[config.mk]
export PLATFORM = sky130hd
export DESIGN_NAME = fetch_stage
export DESIGN_NICKNAME = d
export VERILOG_FILES = /design/src/rtl/fetch_pkg.sv /design/src/rtl/fetch_skid_fifo.sv /design/src/rtl/fetch_stage.sv
export SDC_FILE = /design/constraint.sdc
export NUM_CORES = 1
export LEC_CHECK = 0
export BUFFER_PORTS_ARGS = -buffer_cell sky130_fd_sc_hd__buf_2
export CELL_PAD_IN_SITES_DETAIL_PLACEMENT = 0
export CELL_PAD_IN_SITES_GLOBAL_PLACEMENT = 1
export CORE_AREA = 2 2 148 150
export DETAILED_ROUTE_END_ITERATION = 10
export DIE_AREA = 0 0 150 152
export PLACE_DENSITY_LB_ADDON = 0.1
export SYNTH_ARGS = -nofsm -noshare
export SYNTH_HDL_FRONTEND = slang
export SYNTH_SLANG_ARGS = --single-unit
export TNS_END_PERCENT = 20
[constraint.sdc]
create_clock -name cpu_clk -period 4.25 [get_ports cpu_clk]
set_input_delay 0 -clock cpu_clk [delete_from_list [all_inputs] [get_ports cpu_clk]]
set_output_delay 0 -clock cpu_clk [all_outputs]
set_load 0.01 [all_outputs]
[src/rtl/fetch_pkg.sv]
// Shared constants and types for the instruction fetch front end.
package fetch_pkg;

  localparam logic [31:0] PC_INVALID = 32'hFFFF_FFFF;
  localparam logic [31:0] NOP_INSTR  = 32'h0000_0013;

  typedef struct packed {
    logic [31:0] pc;
    logic [31:0] instr;
  } fetch_entry_t;

endpackage

[src/rtl/fetch_skid_fifo.sv]
// Two-entry skid FIFO holding fetched {pc, instr} pairs for decode.
// A flush empties the FIFO and takes precedence over a same-cycle push or pop.
module fetch_skid_fifo
  import fetch_pkg::*;
(
  input  logic         cpu_clk,
  input  logic         reset_n,
  input  logic         push,
  input  logic         pop,
  input  logic         flush,
  input  fetch_entry_t din,
  output fetch_entry_t dout,
  output logic         empty,
  output logic         full,
  output logic [1:0]   count
);

  fetch_entry_t mem [2];
  logic         rd_ptr;
  logic         wr_ptr;
  logic [1:0]   cnt;

  // Pointer and occupancy tracking; a push while full is only ever paired with a pop.
  always_ff @(posedge cpu_clk or negedge reset_n) begin
    if (!reset_n) begin
      rd_ptr <= 1'b0;
      wr_ptr <= 1'b0;
      cnt    <= 2'd0;
    end else if (flush) begin
      rd_ptr <= 1'b0;
      wr_ptr <= 1'b0;
      cnt    <= 2'd0;
    end else begin
      if (push) wr_ptr <= ~wr_ptr;
      if (pop)  rd_ptr <= ~rd_ptr;
      cnt <= cnt + {1'b0, push} - {1'b0, pop};
    end
  end

  // Entry storage; contents are don't-care while the slot is not occupied.
  always_ff @(posedge cpu_clk) begin
    if (push && !flush) mem[wr_ptr] <= din;
  end

  assign dout  = mem[rd_ptr];
  assign empty = (cnt == 2'd0);
  assign full  = (cnt == 2'd2);
  assign count = cnt;

endmodule

[src/rtl/fetch_stage.sv]
// Two-stage instruction fetch (IF1/IF2) with a skid FIFO towards decode.
// pc_if1 is the address presented to the cache; pc_if2 is the address whose
// instruction is being returned, or PC_INVALID when IF2 holds a bubble.
module fetch_stage
  import fetch_pkg::*;
#(
  parameter logic [31:0] RESET_PC = 32'h0000_0000
) (
  input  logic        cpu_clk,
  input  logic        reset_n,
  input  logic        redirect_valid,
  input  logic [31:0] redirect_pc,
  input  logic        icache_stall,
  input  logic [31:0] icache_instr,
  input  logic        decode_ready,
  output logic [31:0] pc_if1,
  output logic [31:0] pc_if2,
  output logic        if_valid,
  output logic [31:0] if_instr,
  output logic [31:0] if_pc
);

  fetch_entry_t fifo_din;
  fetch_entry_t fifo_dout;
  logic         fifo_empty;
  logic         fifo_full;
  logic [1:0]   fifo_count;
  logic         pop;
  logic         can_push;
  logic         advance;
  logic         push;
  logic [2:0]   fifo_unused;

  assign fifo_unused = {fifo_full, redirect_pc[1:0]};

  assign if_valid = !fifo_empty;
  assign pop      = if_valid && decode_ready;
  assign can_push = (fifo_count < 2'd2) || pop;
  assign advance  = !redirect_valid && !icache_stall && can_push;
  assign push     = advance && (pc_if2 != PC_INVALID);
  assign fifo_din = '{pc: pc_if2, instr: icache_instr};

  // PC pipeline: redirect wins over everything, otherwise step only when the
  // cache has answered and the FIFO can take the IF2 result.
  always_ff @(posedge cpu_clk or negedge reset_n) begin
    if (!reset_n) begin
      pc_if1 <= RESET_PC;
      pc_if2 <= PC_INVALID;
    end else if (redirect_valid) begin
      pc_if1 <= {redirect_pc[31:2], 2'b00};
      pc_if2 <= PC_INVALID;
    end else if (advance) begin
      pc_if2 <= pc_if1;
      pc_if1 <= pc_if1 + 32'd4;
    end
  end

  fetch_skid_fifo u_fifo (
    .cpu_clk (cpu_clk),
    .reset_n (reset_n),
    .push    (push),
    .pop     (pop),
    .flush   (redirect_valid),
    .din     (fifo_din),
    .dout    (fifo_dout),
    .empty   (fifo_empty),
    .full    (fifo_full),
    .count   (fifo_count)
  );

  // Decode sees a NOP and PC 0 whenever nothing valid is buffered.
  always_comb begin
    if_instr = NOP_INSTR;
    if_pc    = 32'h0000_0000;
    if (if_valid) begin
      if_instr = fifo_dout.instr;
      if_pc    = fifo_dout.pc;
    end
  end

endmodule

==> run_results.csv <==
group,metric,value,unit
outcome,outcome,"complete, no violations",
global_route,grt_start_max_net_pins,65,
finish,fin_nets,941,
die,core,21350,sq um
sta,finalWorstPathRequiredPeriod,2953,ps
finish,synthToLayoutAreaGrowth,30.22,%
route,route.antenna.remaining_nets,0,
setup_path,r2r_start,"u_fifo.count[1]",
job,max-cap-violations,0,
synth,synth_area_leaders,"edfxtp_1 (47%), dfrtp_1 (11%), dfstp_2 (10%)",
sta,worst_slew_margin_rel,19.70,%
worst_hold_path,holdCritPathClass,"in2reg",
clocking,cts_tree,"yes",
worst_hold_path,timing.hold.worst_endpoint,"u_fifo.rd_ptr",
worst_hold_path,worst_hold_startpoint,"decode_ready",
global_route,grt_pass1_wl,29320,um
sta,slew_violations,0,
placed_design,postPlaceCellArea,9206,sq um
synth,yosysUniqueCellTypes,41,
setup_path,crit_type,"reg2reg",
clocking,root_buffer,"clkbuf_16",
clocking,clock_tree.htree_level_count,4,
finish,fin_area,10380,sq um
die,die_w,150,um
synth,synth.most_common_cell,"edfxtp_1",
sta,worst_pin_slew,1203,ps
pwr,power.static_leakage,4.097,nW
setup_path,critical_path.cell_chain,"nor2b_1, or2_2, a21oi_1, and2_1, nor2b_4, buf_4",
clocking,cts-buffers-inserted,17,
setup_path,ff2ff_setup_slack,1300,ps
route,detail_route.drc_violations,0,
synth,yosys.area.top_type,"edfxtp_1",
sta,fin_worst_skew,9.798,ps
synth,synth_cells,624,
setup_path,critical_path_s_largest_stage_delay,670,ps
sta,rsz_0062_raised_after_global_routing,"no",
global_route,grt_overflow_total,0,
sta,timing.final.hold_violations,0,
placed_design,gpl.final_weighted_congestion,0.7757,
sta,tns,0,ps
synth,yosysTopAreaCellShare,47.45,%
setup_path,cp_data_required_time,4290,ps
route,dr.pass1.iters,4,
finish,antennaDiodeCount,0,
synth,ys_async_sr_fraction,34.03,%
global_route,grt_pass1_vias,5412,
setup_path,cp.arrival,2990,ps
pwr,p_int,3.585,mW
pwr,clock_power_share,28.3,%
clocking,cts.path.max_buffers,2,
synth,yosys_warnings,0,
clocking,clock_sinks,191,
die,die-area,22800,sq um
route,final_routed_wirelength_across_all_metal_layers,18560,um
global_route,number_of_antenna_violations_at_the_first_check_in_global_routing,0,
route,avgViaCountPerCell,4.733,
synth,synth-main-ff-cell,"edfxtp_1",
setup_path,critPathMaxFanout,63,
synth,synth-seq-cells,191,
setup_path,rr_worst_depth,6,
route,route.detailed.wl_per_inst,15.97,um
die,num_rows,54,
pwr,power.density_cell_area,504.1,nW/um^2
setup_path,slowest_stage,"buf_4",
synth,yosysSeqAreaShare,68.34,%
clocking,worst_skew_pair.late_latency,420,ps
setup_path,crit_path_end_kind,"flop",
pwr,share_comb_of_total_power,25.0,%
clocking,cts.clk_slew.worst_paths,70,ps
route,drt_iter0_markers,241,
pwr,p_seq_share,46.8,%
pwr,switching_part_of_the_total,31.51,%
route,detailroute.via_count,5500,
die,die_h,152,um
die,floorplan.initialDensity,37.35,%
pwr,vdd_ir_drop_max,0.2644,mV
synth,synth-edff-count,126,
synth,post_synth_most_frequent_cells,"edfxtp_1 (126), nand2_1 (95), nor2_1 (71)",
setup_path,regToRegEndpoint,"u_fifo.mem[0][61]",
global_route,track_usage,16.48,%
synth,syn_avg_cell_area,12.78,sq um
die,boundaryPins,198,
placed_design,hpwl,12090,um
worst_hold_path,whs_path_depth,4,
synth,synthesis.area,7974,sq um
sta,min_period_over_period,69.47,%
pwr,switching_power,1.649,mW
sta,timing.final.setup_violations,0,
setup_path,setup.worst_path.start_class,"flop",
placed_design,io_buffer_count,193,
finish,layout-drive-gt1-share,31.07,%
sta,fmax,338.7,MHz
-- worst max-delay path, delay by kind of cell (launching register included) --
family	cells	cell delay, ps
DFF	1	420
buffers and inverters	1	670
and+or+nand+nor	4	1110
AOI/OAI and AO/OA	1	320
-- worst max path at each step --
stage | start | end | slack, ps | cells after the start
after floorplan | u_fifo.count[1] | u_fifo.mem[0][0] | 830 | 6
after global placement | u_fifo.count[1] | u_fifo.mem[0][8] | 1340 | 6
after detailed placement | u_fifo.count[1] | u_fifo.mem[0][8] | 1300 | 6
after CTS | u_fifo.count[1] | u_fifo.mem[0][61] | 1280 | 6
after global routing | u_fifo.count[1] | u_fifo.mem[0][61] | 1070 | 6
final | u_fifo.count[1] | u_fifo.mem[0][61] | 1300 | 6
-- metal layers --
layer	part of all wire, %	vias up	global-route usage [%]
met4	0.72	0	3.908
li1	-	2699	-
met5	0	-	0
met1	47	2641	22.33
met3	4.4	8	3.213
met2	48	152	27.38
-- cell usage in the layout (no fill, tap or decap), drive strengths merged, types with 2 or more instances in the layout --
| cell | count |
|---|---|
| o211ai | 2 |
| o21ai | 27 |
| mux2i | 64 |
| inv | 9 |
| nor2 | 72 |
| clkinvlp | 6 |
| dfrtp | 34 |
| nor3 | 3 |
| nand2 | 95 |
| buf | 198 |
| clkinv | 3 |
| dlygate4sd3 | 63 |
| xor2 | 19 |
| ha | 3 |
| conb | 2 |
| nor2b | 3 |
| xnor2 | 12 |
| and2 | 4 |
| nand3 | 40 |
| and4 | 3 |
| nand4 | 22 |
| nor4 | 5 |
| and3 | 5 |
| dfstp | 31 |
| edfxtp | 126 |
| mux2 | 2 |
| nand2b | 2 |
| clkbuf | 19 |
-- stage by stage --
step                      setup slack, ps  hold slack (ps)  instances  utilization, %  power (mW)
after floorplan                     825.6           -295.6        625               -       3.191
after global placement               1345            10.24       1067           43.12       3.766
after CTS                            1283            9.615       1162           48.63       5.316
final                                1297            24.46       1162           48.63       5.234
after global routing                 1071            41.95       1162           48.63       5.522
after detailed placement             1298            21.47       1067           43.12       3.785
-- power by group through the flow --
stage / sequential (mW) / clock, mW / combinational (mW)
after floorplan: 2.36 / 0 / 0.832
after global placement: 2.48 / 0 / 1.28
after detailed placement: 2.49 / 0 / 1.29
after CTS: 2.46 / 1.52 / 1.34
after global routing: 2.48 / 1.59 / 1.45
final: 2.45 / 1.48 / 1.31
-- flip-flops by register name, indices dropped and copies added, names as in the netlist --
signal,flops
u_fifo.rd_ptr,1
u_fifo.wr_ptr,1
pc_if2,31
u_fifo.mem,126
pc_if1,30
u_fifo.count,2
-- cells by family (layout without fill, tap and decap cells) --
logic type	count (synthesis)	after routing	synth area share [%]
compound gates	34	34	2.322
buf+inv	42	299	2.259
simple gates	256	256	14.84
fa+ha+maj	3	3	0.4708
flops	191	191	68.34
other cells	1	2	0.04703
xor+xnor	31	31	3.405
mux	66	66	8.316
-- final cells by class --
cell class / count / area, sq um
multi-input cells: 392 / 2377
repair buffers: 261 / 1634
clock buffers: 19 / 432.9
fillers: 1993 / 10970
inverters: 6 / 22.52
well taps: 280 / 350.3
clock inverters: 13 / 113.9
flip-flops and latches: 191 / 5453
-- timing repair --
action,in CTS,in global routing
endpoints found under the hold margin,118,0
gates resized for setup,0,0
hold buffers,63,0
buffers inserted,0,0
(Power assumes the default switching activity.)
